<file path="config.mk">
export PLATFORM = sky130hd
export DESIGN_NAME = matrix_capture_flat
export DESIGN_NICKNAME = d
export VERILOG_FILES = /design/src/rtl/matrix_capture_if.sv /design/src/rtl/matrix_capture.sv /design/src/flat_wrapper.sv
export SDC_FILE = /design/constraint.sdc
export NUM_CORES = 1
export LEC_CHECK = 0
export ABC_AREA = 1
export CORE_MARGIN = 10
export CORE_UTILIZATION = 45
export DETAILED_ROUTE_END_ITERATION = 10
export PLACE_DENSITY = 0.75
export SYNTH_ARGS = -nofsm -noshare
export SYNTH_HDL_FRONTEND = slang
export SYNTH_SLANG_ARGS = --single-unit
</file>
<file path="constraint.sdc">
create_clock -name clk_i -period 2.5 [get_ports clk_i]
set_input_delay 0.25 -clock clk_i [delete_from_list [all_inputs] [get_ports clk_i]]
set_output_delay 0.25 -clock clk_i [all_outputs]
set_load 0.05 [all_outputs]
</file>
<file path="src/rtl/matrix_capture_if.sv">
// Scanned-matrix stream and captured-frame outputs for matrix_capture.
// The master drives the scan stream; the slave (the capture block) returns the frame.
interface matrix_capture_if #(
    parameter int gs = 8
);
    localparam int RW = $clog2(gs);

    logic              en_i;
    logic [gs-1:0]     col_val_i;
    logic [gs-1:0]     row_val_i;
    logic              d_disp_i;
    logic [gs*gs-1:0]  matrix_o;
    logic              frame_valid_o;
    logic              err_o;
    logic [RW-1:0]     row_idx_o;
    logic [7:0]        frame_cnt_o;

    modport master (
        output en_i, col_val_i, row_val_i, d_disp_i,
        input  matrix_o, frame_valid_o, err_o, row_idx_o, frame_cnt_o
    );

    modport slave (
        input  en_i, col_val_i, row_val_i, d_disp_i,
        output matrix_o, frame_valid_o, err_o, row_idx_o, frame_cnt_o
    );
endinterface

</file>
<file path="src/rtl/matrix_capture.sv">
// Rebuilds a gs x gs frame from a row-scanned stream into a shadow buffer and
// publishes it to matrix_o only once all rows have arrived in strict order.
module matrix_capture #(
    parameter int gs = 8
) (
    input logic             clk_i,
    input logic             rst_n_i,
    matrix_capture_if.slave bus
);
    localparam int RW = $clog2(gs);
    localparam logic [RW-1:0] LAST_IDX  = RW'(gs - 1);
    localparam logic [gs-1:0] FIRST_ROW = {{(gs-1){1'b0}}, 1'b1};
    localparam logic [gs-1:0] LAST_ROW  = {1'b1, {(gs-1){1'b0}}};

    typedef enum logic [1:0] {IDLE, CAPTURE, ERROR} state_t;

    state_t           state_q, state_d;
    logic [gs*gs-1:0] shadow_q, shadow_d;
    logic [gs*gs-1:0] matrix_q, matrix_d;
    logic             frame_valid_q, frame_valid_d;
    logic [RW-1:0]    row_idx_q, row_idx_d;
    logic [7:0]       frame_cnt_q, frame_cnt_d;
    logic [gs-1:0]    expected_strobe;

    assign expected_strobe = FIRST_ROW << row_idx_q;

    always_ff @(posedge clk_i or negedge rst_n_i) begin
        if (!rst_n_i) begin
            state_q       <= IDLE;
            shadow_q      <= '0;
            matrix_q      <= '0;
            frame_valid_q <= 1'b0;
            row_idx_q     <= '0;
            frame_cnt_q   <= '0;
        end else begin
            state_q       <= state_d;
            shadow_q      <= shadow_d;
            matrix_q      <= matrix_d;
            frame_valid_q <= frame_valid_d;
            row_idx_q     <= row_idx_d;
            frame_cnt_q   <= frame_cnt_d;
        end
    end

    // Dropping en_i wins over everything; stale shadow rows are harmless because
    // a commit is only reachable after every row has been rewritten in order.
    always_comb begin
        state_d       = state_q;
        shadow_d      = shadow_q;
        matrix_d      = matrix_q;
        frame_valid_d = 1'b0;
        row_idx_d     = row_idx_q;
        frame_cnt_d   = frame_cnt_q;

        if (!bus.en_i) begin
            state_d   = IDLE;
            row_idx_d = '0;
        end else begin
            unique case (state_q)
                IDLE: begin
                    if (bus.row_val_i == FIRST_ROW) begin
                        shadow_d[gs-1:0] = bus.col_val_i;
                        row_idx_d        = RW'(1);
                        state_d          = CAPTURE;
                    end
                end
                CAPTURE: begin
                    if (bus.row_val_i != '0) begin
                        if (bus.row_val_i == expected_strobe && row_idx_q != LAST_IDX
                            && !bus.d_disp_i) begin
                            shadow_d[gs*row_idx_q +: gs] = bus.col_val_i;
                            row_idx_d = row_idx_q + RW'(1);
                        end else if (bus.row_val_i == LAST_ROW && row_idx_q == LAST_IDX
                                     && bus.d_disp_i) begin
                            matrix_d                    = shadow_q;
                            matrix_d[gs*(gs-1) +: gs]   = bus.col_val_i;
                            frame_valid_d               = 1'b1;
                            frame_cnt_d                 = frame_cnt_q + 8'd1;
                            row_idx_d                   = '0;
                            state_d                     = IDLE;
                        end else begin
                            state_d = ERROR;
                        end
                    end
                end
                ERROR: state_d = ERROR;
                default: state_d = IDLE;
            endcase
        end
    end

    assign bus.matrix_o      = matrix_q;
    assign bus.frame_valid_o = frame_valid_q;
    assign bus.err_o         = (state_q == ERROR);
    assign bus.row_idx_o     = row_idx_q;
    assign bus.frame_cnt_o   = frame_cnt_q;
endmodule

</file>
<file path="src/flat_wrapper.sv">
// flat-port wrapper written by rule: the top's interface ports become plain ports
module matrix_capture_flat 
#(
    parameter int gs = 8
)
  (clk_i, rst_n_i, bus_en_i, bus_col_val_i, bus_row_val_i, bus_d_disp_i, bus_matrix_o, bus_frame_valid_o, bus_err_o, bus_row_idx_o, bus_frame_cnt_o);
  matrix_capture_if #(.gs(gs)) bus_i ();
  input logic clk_i;
  input logic rst_n_i;
  input wire logic [$bits(bus_i.en_i)-1:0] bus_en_i;
  input wire logic [$bits(bus_i.col_val_i)-1:0] bus_col_val_i;
  input wire logic [$bits(bus_i.row_val_i)-1:0] bus_row_val_i;
  input wire logic [$bits(bus_i.d_disp_i)-1:0] bus_d_disp_i;
  output wire logic [$bits(bus_i.matrix_o)-1:0] bus_matrix_o;
  output wire logic [$bits(bus_i.frame_valid_o)-1:0] bus_frame_valid_o;
  output wire logic [$bits(bus_i.err_o)-1:0] bus_err_o;
  output wire logic [$bits(bus_i.row_idx_o)-1:0] bus_row_idx_o;
  output wire logic [$bits(bus_i.frame_cnt_o)-1:0] bus_frame_cnt_o;
  assign bus_i.en_i = bus_en_i;
  assign bus_i.col_val_i = bus_col_val_i;
  assign bus_i.row_val_i = bus_row_val_i;
  assign bus_i.d_disp_i = bus_d_disp_i;
  assign bus_matrix_o = bus_i.matrix_o;
  assign bus_frame_valid_o = bus_i.frame_valid_o;
  assign bus_err_o = bus_i.err_o;
  assign bus_row_idx_o = bus_i.row_idx_o;
  assign bus_frame_cnt_o = bus_i.frame_cnt_o;
  matrix_capture #(.gs(gs)) u_core (.clk_i(clk_i), .rst_n_i(rst_n_i), .bus(bus_i));
endmodule
</file>
==> impl_table.tex, run 1 <==
\begin{tabular}{lr}
\hline
Metric & Value \\
\hline
\multicolumn{2}{l}{\textbf{Status}} \\
Status & complete, no violations \\
\multicolumn{2}{l}{\textbf{Synthesis}} \\
Leading area contributor after synthesis & sky130\_fd\_sc\_hd\_\_dfrtp\_1 \\
Area share of the largest cell type after synthesis & 58.02\% \\
Number of synthesis warnings & 0 \\
Leading cell types by total area after synthesis & sky130\_fd\_sc\_hd\_\_dfrtp\_1 58\%, sky130\_fd\_sc\_hd\_\_nand2\_1 22\%, sky130\_fd\_sc\_hd\_\_nand3\_1 5.9\%, sky130\_fd\_sc\_hd\_\_nor2\_1 2.6\%, sky130\_fd\_sc\_hd\_\_inv\_1 2.1\% \\
Seq/Total Area, Yosys & 58.02\% \\
Nets in the synthesized netlist & 718 \\
Synthesized instance count & 689 \\
Synthesized area per cell & 8.388 um\^{}2 \\
Cell variety after synth & 30 \\
Synthesis-stage register bit count & 134 \\
Commonest cells in the netlist & 341 x sky130\_fd\_sc\_hd\_\_nand2\_1, 134 x sky130\_fd\_sc\_hd\_\_dfrtp\_1, 68 x sky130\_fd\_sc\_hd\_\_nand3\_1 \\
Share of synthesized flip-flops with an asynchronous set or reset & 100.0\% \\
Most frequently used flop master after synthesis & sky130\_fd\_sc\_hd\_\_dfrtp\_1 \\
Number of enable flip-flop cells after synthesis & 0 \\
Top-count cell post-synth & sky130\_fd\_sc\_hd\_\_nand2\_1 \\
Synth Cell Area & 5779 um\^{}2 \\
\multicolumn{2}{l}{\textbf{Power}} \\
PwrDens & 684.6 nW/um\^{}2 \\
Net switching component of the power & 1.269 mW \\
Cell internal pwr & 4.022 mW \\
Combinational share of power & 8.9\% \\
Clock Power Share & 47.8\% \\
Switch share & 23.98\% \\
Sequential fraction of design power & 43.2\% \\
Static Leakage & 4.094 nW \\
IR Drop Worst-Case VDD & 462.5 uV \\
\multicolumn{2}{l}{\textbf{Route}} \\
Top layer used by detailed routing & met4 \\
Routed length on met3 & 863 um \\
Final wirelength & 14850 um \\
Amount of wire on met2 after detailed routing & 7128 um \\
Remaining antenna violation count & 0 \\
Post-DR wirelength/cell & 14.92 um \\
Iter 0 DRT Violations & 474 \\
Vias per cell & 4.975 \\
M1 WL & 6608 um \\
DRC violations left & 0 \\
Vias post-DR & 4950 \\
Detailed Routing Iterations Pass 1 & 5 \\
\multicolumn{2}{l}{\textbf{Worst setup path}} \\
WP data arrival & 2710 ps \\
Required time reported for the critical path endpoint & 2850 ps \\
Largest fanout on the critical path & 8 \\
Classification of the worst setup path & reg2reg \\
Crit start category & flip-flop \\
Crit path capture type & flip-flop \\
\multicolumn{2}{l}{\textbf{Worst hold path}} \\
Min-Delay Path Class & in2async \\
\multicolumn{2}{l}{\textbf{Timing}} \\
RSZ-0062 raised after global routing & no \\
Total Neg Setup Slack & 0 ps \\
Number of hold violations in the final report & 0 \\
Timing-limited maximum frequency & 423.4 MHz \\
Post-Route Skew & 6.412 ps \\
Pin slew with the least headroom to its limit & 747.8 ps \\
Final period demand of the worst path & 2362 ps \\
Total count of max-transition violations in the final report & 0 \\
Count of endpoints failing setup in the final report & 0 \\
Fraction of the cycle the final worst path needs & 94.48\% \\
Relative slew slack & 49.96\% \\
\multicolumn{2}{l}{\textbf{Layout}} \\
Antenna diode count & 0 \\
Layout cell share with drive strength beyond 1 & 9.478\% \\
Number of nets at the end of the flow & 839 \\
Final Instance Area & 7727 um\^{}2 \\
Area growth, synth to finish & 33.71\% \\
\multicolumn{2}{l}{\textbf{Global route}} \\
Wire length of the first global-routing pass & 24470 um \\
Vias in the first global route & 4900 \\
Number of antenna violations at the first check in global routing & 0 \\
Pin count of the biggest net entering global routing & 67 \\
GRT Overall Usage & 16.58\% \\
Leftover overflow at the end of global routing & 0 \\
\multicolumn{2}{l}{\textbf{Clocking}} \\
Clock tree root driver cell & sky130\_fd\_sc\_hd\_\_clkbuf\_16 \\
Maximum clock insertion buffer count & 2 \\
Insertion delay of the later-clocked pin in the worst-skew pair & 410 ps \\
Clock H-tree levels & 4 \\
CTS tree & done \\
Total CTS buffers & 17 \\
Clock transition at path regs & 60 ps \\
Clock Sink Count & 134 \\
\multicolumn{2}{l}{\textbf{Die}} \\
Top-Level Pins & 97 \\
Die Width & 133.3 um \\
Die Y & 133.3 um \\
Count of standard-cell rows & 41 \\
Die Footprint & 17780 um\^{}2 \\
Initial cell density of the core & 45.80\% \\
Core ar. & 12620 um\^{}2 \\
\multicolumn{2}{l}{\textbf{Placement}} \\
Total cell area at the placement stage & 7034 um\^{}2 \\
RePlAce Congestion & 0.8994 \\
Estimated wirelength of the detail-placed design & 10700 um \\
PortBufs & 96 \\
\multicolumn{2}{l}{\textbf{Job}} \\
Max-cap violations & 0 \\
\hline
\end{tabular}
==> metrics by stage <==
| stage | utilization (%) | worst slack, ps | total power, mW | instances | hold slack (ps) |
|---|---|---|---|---|---|
| 2_1_floorplan | - | 9.945 | 2.564 | 689 | -45.59 |
| 3_3_place_gp | 55.74 | 138.3 | 2.753 | 957 | 186.5 |
| 3_5_place_dp | 55.74 | 18.98 | 2.772 | 957 | 199.1 |
| 4_1_cts | 60.65 | 13.22 | 5.300 | 990 | 309.0 |
| 5_1_grt | 61.23 | 15.82 | 5.473 | 995 | 330.8 |
| 6_report | 61.23 | 138.1 | 5.291 | 995 | 309.5 |
==> area by class of cell <==
cell class              count  area, um^2
flip-flops and latches    134        3356
multi-input cells         501        2238
well taps                 172       215.2
inverters                  35       131.4
clock inverters            12       152.6
repair buffers            121        1177
fillers                  1081        4892
clock buffers              20       456.7
==> worst paths after layout <==
kind | from | end | slack (ps) | depth (start not counted)
min in group clk_i | u_core.shadow_q[43]$_DFFE_PN0P_ | u_core.bus.matrix_o[43]$_DFFE_PN0P_ | 470 | 2
worst min-delay path | rst_n_i | u_core.bus.matrix_o[6]$_DFFE_PN0P_ | 310 | 2
worst min register to register | u_core.shadow_q[43]$_DFFE_PN0P_ | u_core.bus.matrix_o[43]$_DFFE_PN0P_ | 470 | 2
worst max-delay path | u_core.bus.row_idx_o[1]$_DFFE_PN0P_ | u_core.shadow_q[51]$_DFFE_PN0P_ | 140 | 12
worst max register to register | u_core.bus.row_idx_o[1]$_DFFE_PN0P_ | u_core.shadow_q[51]$_DFFE_PN0P_ | 140 | 12
max in group asynchronous | rst_n_i | u_core.shadow_q[44]$_DFFE_PN0P_ | 1530 | 3
==> registers in the layout (all words and copies together), names as in the netlist <==
register                  count
u_core.bus.frame_cnt_o        8
u_core.bus.frame_valid_o      1
u_core.bus.matrix_o          64
u_core.bus.row_idx_o          3
u_core.shadow_q              56
u_core.state_q                2
==> cells by family after synthesis <==
kind of cell,count (synthesis),share of synthesized area (%)
adders and majority gates,9,1.949
AOI/OAI and AO/OA,13,1.147
xor gates and xnor gates,7,1.061
buffers and inverters,55,4.049
DFF,134,58.02
and+or+nand+nor,471,33.77
==> layer usage <==
layer / vias up / GRT usage [%]
li1: 2397 / -
met1: 2385 / 20.84
met2: 145 / 26.76
met3: 23 / 4.662
met4: 0 / 5.865
met5: - / 0
==> critical path, stage by stage (launching register included) <==
cell	delay, ps
sky130_fd_sc_hd__dfrtp_2	450
sky130_fd_sc_hd__ha_1	220
sky130_fd_sc_hd__ha_1	220
sky130_fd_sc_hd__or2_1	230
sky130_fd_sc_hd__nor2_1	120
sky130_fd_sc_hd__nand2_1	100
sky130_fd_sc_hd__nor2_4	140
sky130_fd_sc_hd__nand3_4	160
sky130_fd_sc_hd__nor2_8	190
sky130_fd_sc_hd__clkbuf_4	210
sky130_fd_sc_hd__buf_4	120
sky130_fd_sc_hd__nand3_1	70
sky130_fd_sc_hd__nand2_1	70
==> repair_timing <==
action | in CTS | in global routing
hold buffers | 1 | 0
resized for setup | 0 | 8
endpoints found under the setup margin | 0 | 48
buffers inserted | 0 | 4
hold endpoints to repair | 26 | 0
==> power groups by stage <==
stage	registers (mW)	logic, mW	clock network (mW)
finish	2.29	0.473	2.53
global route	2.29	0.530	2.66
CTS	2.28	0.454	2.56
detailed placement	2.32	0.450	0
global placement	2.32	0.436	0
floorplan	2.32	0.245	0
==> cell usage in the layout, fill, tap and decap left out, types with 2 or more instances in the layout <==
master                            instances
sky130_fd_sc_hd__inv_1                   32
sky130_fd_sc_hd__clkbuf_8                 2
sky130_fd_sc_hd__clkinv_2                 4
sky130_fd_sc_hd__nand2_1                340
sky130_fd_sc_hd__clkdlybuf4s50_1         95
sky130_fd_sc_hd__xnor2_1                  4
sky130_fd_sc_hd__nand4_1                  3
sky130_fd_sc_hd__dfrtp_1                132
sky130_fd_sc_hd__buf_4                   21
sky130_fd_sc_hd__nand3b_1                 2
sky130_fd_sc_hd__nand3_1                 68
sky130_fd_sc_hd__bufinv_16                3
sky130_fd_sc_hd__nor2_4                   2
sky130_fd_sc_hd__nor3_2                   4
sky130_fd_sc_hd__buf_12                   2
sky130_fd_sc_hd__inv_2                    2
sky130_fd_sc_hd__nor2_1                  40
sky130_fd_sc_hd__nand2_2                  4
sky130_fd_sc_hd__clkinv_4                 4
sky130_fd_sc_hd__xor2_1                   3
sky130_fd_sc_hd__clkbuf_16               17
sky130_fd_sc_hd__dfrtp_2                  2
sky130_fd_sc_hd__ha_1                     7
sky130_fd_sc_hd__o21ai_0                 11
(Power assumes the default switching activity.)
==> run 2, diff against run 1 <==
CTS_BUF_LIST = sky130_fd_sc_hd__clkbuf_2   (was unset)
SKIP_LAST_GASP = 1   (was unset)
==> impl_table.tex, run 2 (synthesis gave the netlist of run 1 again) <==
\begin{tabular}{lr}
\hline
Metric & Value \\
\hline
\multicolumn{2}{l}{\textbf{Timing}} \\
Fraction of the cycle the final worst path needs & 95.47\% (+0.99 points) \\
Pin slew with the least headroom to its limit & 1034 ps (+285.8 ps) \\
Count of endpoints failing setup in the final report & 0 (unchanged) \\
Worst-case hold slack & 219.7 ps (-89.80 ps) \\
Final period demand of the worst path & 2387 ps (+24.74 ps) \\
Relative slew slack & 30.87\% (-19 points) \\
RSZ-0062 raised after global routing & no \\
Total Neg Setup Slack & 0 ps (unchanged) \\
Timing-limited maximum frequency & 419.0 MHz (-1.0\%) \\
Number of hold violations in the final report & 0 (unchanged) \\
Total count of max-transition violations in the final report & 0 (unchanged) \\
Post-Route Skew & 24.57 ps (+18.16 ps) \\
\multicolumn{2}{l}{\textbf{Die}} \\
Top-Level Pins & 97 (unchanged) \\
Initial cell density of the core & 45.80\% (unchanged) \\
Die Footprint & 17780 um\^{}2 (unchanged) \\
Die Width & 133.3 um (unchanged) \\
Core ar. & 12620 um\^{}2 (unchanged) \\
Die Y & 133.3 um (unchanged) \\
Count of standard-cell rows & 41 (unchanged) \\
\multicolumn{2}{l}{\textbf{Placement}} \\
PortBufs & 96 (unchanged) \\
RePlAce Congestion & 0.8994 (unchanged) \\
Estimated wirelength of the detail-placed design & 10700 um (unchanged) \\
Number of placed cells counting well taps & 957 (unchanged) \\
Total cell area at the placement stage & 7034 um\^{}2 (unchanged) \\
\multicolumn{2}{l}{\textbf{Worst hold path}} \\
Worst Hold End & u\_core.shadow\_q[39]\$\_DFFE\_PN0P\_ \\
Number of cells on the worst hold path & 3 \\
Hold path startpoint & bus\_col\_val\_i[7] \\
Min-Delay Path Class & in2reg \\
\multicolumn{2}{l}{\textbf{Worst setup path}} \\
Classification of the worst setup path & reg2out \\
Largest fanout on the critical path & 6 (-2) \\
Worst setup slack for register-to-register paths & 170 ps (+30 ps) \\
Max incr delay on CP & 810 ps (+360 ps) \\
WP data arrival & 2140 ps (-570 ps) \\
Crit path capture type & primary output \\
End of the worst register-to-register path & u\_core.shadow\_q[45]\$\_DFFE\_PN0P\_ \\
CP max stage cell & sky130\_fd\_sc\_hd\_\_clkdlybuf4s50\_1 \\
Startpoint of the worst-slack reg-to-reg timing path & u\_core.bus.row\_idx\_o[0]\$\_DFFE\_PN0P\_ \\
Required time reported for the critical path endpoint & 2250 ps (-600 ps) \\
Number of logic stages on the critical path including buffering & 2 (-10) \\
Reg2Reg Depth & 12 (unchanged) \\
Crit start category & flip-flop \\
Crit path buffers/inverters & 2 (unchanged) \\
Critical path cell sequence & buf\_4 -> clkdlybuf4s50\_1 \\
Top cell family by delay on the critical path & buffers and inverters \\
\multicolumn{2}{l}{\textbf{Clocking}} \\
Maximum clock insertion buffer count & 2 (unchanged) \\
CTS tree & done \\
Clock tree root driver cell & sky130\_fd\_sc\_hd\_\_clkbuf\_2 \\
Clock transition at path regs & 190 ps (+130 ps) \\
Insertion delay of the later-clocked pin in the worst-skew pair & 660 ps (+250 ps) \\
Clock H-tree levels & 4 (unchanged) \\
Total CTS buffers & 17 (unchanged) \\
Clock Sink Count & 134 (unchanged) \\
\multicolumn{2}{l}{\textbf{Layout}} \\
Finished Layout Cells & 998 (+0.30\%) \\
Commonest non-fill, non-tap cell in the layout & sky130\_fd\_sc\_hd\_\_nand2\_1 \\
Area growth, synth to finish & 28.17\% \\
Commonest cells after routing, fill and taps aside & 337 x sky130\_fd\_sc\_hd\_\_nand2\_1, 132 x sky130\_fd\_sc\_hd\_\_dfrtp\_1, 95 x sky130\_fd\_sc\_hd\_\_clkdlybuf4s50\_1 \\
Layout cell share with drive strength beyond 1 & 9.697\% (+0.22 points) \\
Number of nets at the end of the flow & 841 (+0.24\%) \\
Final Instance Area & 7407 um\^{}2 (-4.1\%) \\
Max reg flops & 64 (unchanged) \\
Layout Utilization & 58.70\% (-2.5 points) \\
\multicolumn{2}{l}{\textbf{Global route}} \\
Vias in the first global route & 4835 (-1.3\%) \\
Met1 capacity usage during global routing & 20.88\% (+0.037 points) \\
GRT Overall Usage & 16.38\% (-0.20 points) \\
Number of antenna violations at the first check in global routing & 1 (+1) \\
Pin count of the biggest net entering global routing & 67 (unchanged) \\
Most Crowded Layer GR & met2 \\
Leftover overflow at the end of global routing & 0 (unchanged) \\
Met2 Usage GRT & 26.27\% (-0.50 points) \\
Wire length of the first global-routing pass & 24110 um (-1.5\%) \\
Met3 demand-to-capacity share in global routing & 4.662\% (unchanged) \\
\multicolumn{2}{l}{\textbf{Route}} \\
Vias post-DR & 4936 (-0.28\%) \\
Iter 0 DRT Violations & 463 (-2.3\%) \\
Detailed Routing Iterations Pass 1 & 5 (unchanged) \\
DRC violations left & 0 (unchanged) \\
Remaining antenna violation count & 0 (unchanged) \\
Vias per cell & 4.946 (-0.58\%) \\
Final wirelength & 14420 um (-2.9\%) \\
Post-DR wirelength/cell & 14.45 um (-3.2\%) \\
\multicolumn{2}{l}{\textbf{Power}} \\
PwrDens & 554.2 nW/um\^{}2 (-19\%) \\
Static Leakage & 3.965 nW (-3.1\%) \\
IR Drop Worst-Case VDD & 293.4 uV (-37\%) \\
\multicolumn{2}{l}{\textbf{Status}} \\
Status & complete, no violations \\
\multicolumn{2}{l}{\textbf{Job}} \\
Max-cap violations & 0 (unchanged) \\
\hline
\end{tabular}
==> run 2: stage by stage <==
| stage | worst slack [ps] | total power, mW |
|---|---|---|
| 6_report | 113.3 | 4.105 |
| 5_1_grt | 15.99 | 4.283 |
| 4_1_cts | 57.70 | 4.102 |
| 3_5_place_dp | 18.98 | 2.772 |
| 3_3_place_gp | 138.3 | 2.753 |
| 2_1_floorplan | 9.945 | 2.564 |
==> run 2: cell type report <==
cell class | instances | area (um^2)
multi-input combinational | 500 | 2235
fill | 1134 | 5213
sequential | 134 | 3356
clock buffer | 18 | 90.09
antenna | 1 | 2.502
tap | 172 | 215.2
inverter | 35 | 131.4
clock inverter | 14 | 160.2
timing repair buffer | 124 | 1217
==> run 2: report_power, final <==
group / internal [mW] / leakage, nW / switching (mW) / total [mW]
Combinational: 0.175 / 1.96 / 0.308 / 0.483
Sequential: 2.23 / 1.86 / 0.0487 / 2.28
Clock: 0.553 / 0.153 / 0.785 / 1.34
Total: 2.96 / 3.97 / 1.14 / 4.10
==> run 2: worst max path at each step <==
| stage | from | to | slack [ps] |
|---|---|---|---|
| after CTS | u_core.bus.row_idx_o[1]$_DFFE_PN0P_ | u_core.shadow_q[52]$_DFFE_PN0P_ | 60 |
| after detailed placement | u_core.bus.row_idx_o[1]$_DFFE_PN0P_ | u_core.shadow_q[34]$_DFFE_PN0P_ | 20 |
| final | u_core.bus.row_idx_o[2]$_DFFE_PN0P_ | bus_row_idx_o[2] | 110 |
| after global routing | u_core.state_q[1]$_DFFE_PN0P_ | bus_err_o | 20 |
| after floorplan | u_core.bus.row_idx_o[0]$_DFFE_PN0P_ | u_core.shadow_q[40]$_DFFE_PN0P_ | 10 |
| after global placement | u_core.bus.row_idx_o[1]$_DFFE_PN0P_ | u_core.shadow_q[35]$_DFFE_PN0P_ | 140 |
==> run 2: repair_timing <==
action,4_1_cts,5_1_grt
hold buffers,3,0
gates cloned,0,0
setup endpoints to repair,5,48
resized for setup,0,10
endpoints found under the hold margin,134,0
pin swaps,1,0
setup buffers,3,2
==> run 2: routing by layer <==
metal  up-vias  routed length, um
li1       2415                  -
met1      2355               6571
met2       140               6741
met3        26                838
met4         0                269
met5         -                  0
==> run 2: worst register-to-register path, delay by kind of cell (launching register included) <==
| family | cells | cell delay (ps) |
|---|---|---|
| buffers and inverters | 2 | 290 |
| AND/OR/NAND/NOR | 8 | 1070 |
| adder cells (fa/ha/maj) | 2 | 450 |
| flip-flops | 1 | 470 |
==> run 3, diff against run 2 <==
REMOVE_ABC_BUFFERS = 1   (was unset)
==> impl_table.tex, run 3 (synthesis gave the netlist of run 1 again) <==
\begin{tabular}{lr}
\hline
Metric & Value \\
\hline
\multicolumn{2}{l}{\textbf{Status}} \\
Status & complete, no violations \\
\multicolumn{2}{l}{\textbf{Global route}} \\
Leftover overflow at the end of global routing & 0 (unchanged) \\
GRT Overall Usage & 16.10\% (-0.28 points) \\
Number of antenna violations at the first check in global routing & 1 (unchanged) \\
Pin count of the biggest net entering global routing & 77 (+15\%) \\
Vias in the first global route & 4696 (-2.9\%) \\
Wire length of the first global-routing pass & 23720 um (-1.6\%) \\
\multicolumn{2}{l}{\textbf{Die}} \\
Die Width & 133.3 um (unchanged) \\
Top-Level Pins & 97 (unchanged) \\
Die Y & 133.3 um (unchanged) \\
Count of standard-cell rows & 41 (unchanged) \\
Initial cell density of the core & 45.80\% (unchanged) \\
Die Footprint & 17780 um\^{}2 (unchanged) \\
Core ar. & 12620 um\^{}2 (unchanged) \\
\multicolumn{2}{l}{\textbf{Worst setup path}} \\
Reg2Reg Depth & 16 (+4) \\
Worst setup slack for register-to-register paths & 170 ps (about the same) \\
Largest fanout on the critical path & 4 (-2) \\
Required time reported for the critical path endpoint & 2250 ps (about the same) \\
Crit path capture type & primary output \\
Max incr delay on CP & 810 ps (about the same) \\
End of the worst register-to-register path & u\_core.shadow\_q[33]\$\_DFFE\_PN0P\_ \\
WP data arrival & 2080 ps (-60 ps) \\
Critical path cell sequence & buf\_4 -> clkdlybuf4s50\_1 \\
Crit start category & flip-flop \\
Worst setup path end & bus\_row\_idx\_o[0] \\
Startpoint of the worst-slack reg-to-reg timing path & u\_core.bus.row\_idx\_o[1]\$\_DFFE\_PN0P\_ \\
Startpoint of the worst setup timing path & u\_core.bus.row\_idx\_o[0]\$\_DFFE\_PN0P\_ \\
Classification of the worst setup path & reg2out \\
CP max stage cell & sky130\_fd\_sc\_hd\_\_clkdlybuf4s50\_1 \\
\multicolumn{2}{l}{\textbf{Timing}} \\
Post-Route Skew & 24.84 ps (+0.2681 ps) \\
Worst-case hold slack & 98.28 ps (-121.5 ps) \\
Number of hold violations in the final report & 0 (unchanged) \\
Final period demand of the worst path & 2327 ps (-59.72 ps) \\
Min setup slack post-route & 173.0 ps (+59.72 ps) \\
Total count of max-transition violations in the final report & 0 (unchanged) \\
Pin slew with the least headroom to its limit & 620.5 ps (-413.0 ps) \\
RSZ-0062 raised after global routing & no \\
Timing-limited maximum frequency & 429.7 MHz (+2.6\%) \\
Fraction of the cycle the final worst path needs & 93.08\% (-2.4 points) \\
Count of endpoints failing setup in the final report & 0 (unchanged) \\
Relative slew slack & 58.63\% (+28 points) \\
\multicolumn{2}{l}{\textbf{Clocking}} \\
Clock transition at path regs & 200 ps (about the same) \\
Clock tree root driver cell & sky130\_fd\_sc\_hd\_\_clkbuf\_2 \\
Clock Sink Count & 134 (unchanged) \\
CTS tree & done \\
Total CTS buffers & 17 (unchanged) \\
Clock H-tree levels & 4 (unchanged) \\
Maximum clock insertion buffer count & 2 (unchanged) \\
Insertion delay of the later-clocked pin in the worst-skew pair & 680 ps (+20 ps) \\
\multicolumn{2}{l}{\textbf{Placement}} \\
Worst setup timing slack at the placement stage & 119.0 ps (+100.0 ps) \\
Estimated wirelength of the detail-placed design & 10370 um (-3.1\%) \\
Number of placed cells counting well taps & 960 (+0.31\%) \\
PortBufs & 96 (unchanged) \\
RePlAce Congestion & 0.8508 (-5.4\%) \\
Total cell area at the placement stage & 7054 um\^{}2 (+0.28\%) \\
\multicolumn{2}{l}{\textbf{Route}} \\
Vias per cell & 4.879 (-1.4\%) \\
Remaining antenna violation count & 0 (unchanged) \\
Detailed Routing Iterations Pass 1 & 5 (unchanged) \\
DRC violations left & 0 (unchanged) \\
Iter 0 DRT Violations & 334 (-28\%) \\
Vias post-DR & 4874 (-1.3\%) \\
Final wirelength & 14160 um (-1.8\%) \\
Post-DR wirelength/cell & 14.17 um (-1.9\%) \\
\multicolumn{2}{l}{\textbf{Layout}} \\
Commonest cells after routing, fill and taps aside & 338 x sky130\_fd\_sc\_hd\_\_nand2\_1, 133 x sky130\_fd\_sc\_hd\_\_dfrtp\_1, 93 x sky130\_fd\_sc\_hd\_\_clkdlybuf4s50\_1 \\
Number of fillers in the final layout & 1182 (+4.2\%) \\
Multi-input logic area & 2212 um\^{}2 (-1.0\%) \\
Layout cell share with drive strength beyond 1 & 9.564\% (-0.13 points) \\
Number of nets at the end of the flow & 842 (+0.12\%) \\
Area growth, synth to finish & 27.41\% \\
Register cell area after layout & 3354 um\^{}2 (about the same) \\
Commonest non-fill, non-tap cell in the layout & sky130\_fd\_sc\_hd\_\_nand2\_1 \\
Max reg flops & 64 (unchanged) \\
Finished Layout Cells & 999 (+0.10\%) \\
Final Instance Area & 7363 um\^{}2 (-0.59\%) \\
\multicolumn{2}{l}{\textbf{Job}} \\
Max-cap violations & 0 (unchanged) \\
\multicolumn{2}{l}{\textbf{Power}} \\
PwrDens & 545.9 nW/um\^{}2 (-1.5\%) \\
Static Leakage & 3.978 nW (+0.33\%) \\
PnR Total Power & 4.020 mW (-2.1\%) \\
IR Drop Worst-Case VDD & 234.3 uV (-20\%) \\
\multicolumn{2}{l}{\textbf{Worst hold path}} \\
Min-Delay Path Class & in2async \\
\hline
\end{tabular}
-- run 3: cell count changes in the layout (fill, tap and decap cells not counted), sizes merged --
| cell | previous run | this run |
|---|---|---|
| dlymetal6s2s | 0 | 1 |
| buf | 26 | 28 |
| inv | 34 | 37 |
| clkinvlp | 1 | 3 |
| clkinv | 11 | 8 |
| dlygate4sd3 | 3 | 1 |
| clkdlybuf4s50 | 95 | 93 |
| bufinv | 3 | 2 |
| dlygate4sd2 | 0 | 1 |
-- run 3: timing repair --
action / 4_1_cts / 5_1_grt
hold buffers: 1 / 0
hold endpoints to repair: 67 / 0
resized for setup: 1 / 6
buffers inserted: 0 / 5
cloned: 0 / 0
pin swaps: 0 / 1
endpoints found under the setup margin: 1 / 49
-- run 3: final cells by class --
class,count,share of cell area (%)
antenna,1,0.03398
clock buffer,17,1.155
clock inverter,15,2.090
inverter,35,1.784
multi-input combinational,500,30.04
sequential,134,45.56
tap,172,2.923
timing repair buffer,125,16.41
-- run 3: worst min path at each step --
stage / from / depth (start not counted) / endpoint / slack [ps]
floorplan: rst_n_i / 0 / u_core.bus.frame_cnt_o[0]$_DFFE_PN0P_ / -50
global placement: rst_n_i / 1 / u_core.bus.row_idx_o[0]$_DFFE_PN0P_ / 280
detailed placement: rst_n_i / 1 / u_core.bus.matrix_o[4]$_DFFE_PN0P_ / 300
CTS: rst_n_i / 2 / u_core.bus.matrix_o[11]$_DFFE_PN0P_ / 70
global route: rst_n_i / 2 / u_core.bus.matrix_o[4]$_DFFE_PN0P_ / 90
finish: rst_n_i / 2 / u_core.bus.matrix_o[4]$_DFFE_PN0P_ / 100
-- run 3: worst max-delay path: cells and delay by family (launching register included) --
family   cells  cell delay (ps)
flops        1              440
buf+inv      2              960
-- run 3: metal layers --
layer / share of wire (%) / vias to the layer above / global-route usage (%) / wire length [um]
met4: 0.94 / 0 / 4.595 / 133
li1: - / 2396 / - / -
met3: 6.7 / 10 / 4.737 / 953
met2: 48 / 142 / 25.28 / 6806
met5: 0 / - / 0 / 0
met1: 44 / 2326 / 21.15 / 6264
-- run 3: per-stage QoR --
stage	utilization (%)	setup TNS, ps
floorplan	-	-136160
global placement	55.90	0
detailed placement	55.90	0
CTS	57.86	0
global route	58.35	0
finish	58.35	0
-- run 3: power breakdown --
| part | leakage, nW | internal, mW | total [mW] | switching [mW] |
|---|---|---|---|---|
| clock network | 0.139 | 0.461 | 1.28 | 0.816 |
| logic | 1.98 | 0.158 | 0.467 | 0.309 |
| registers | 1.86 | 2.23 | 2.28 | 0.0419 |
| total | 3.98 | 2.85 | 4.02 | 1.17 |
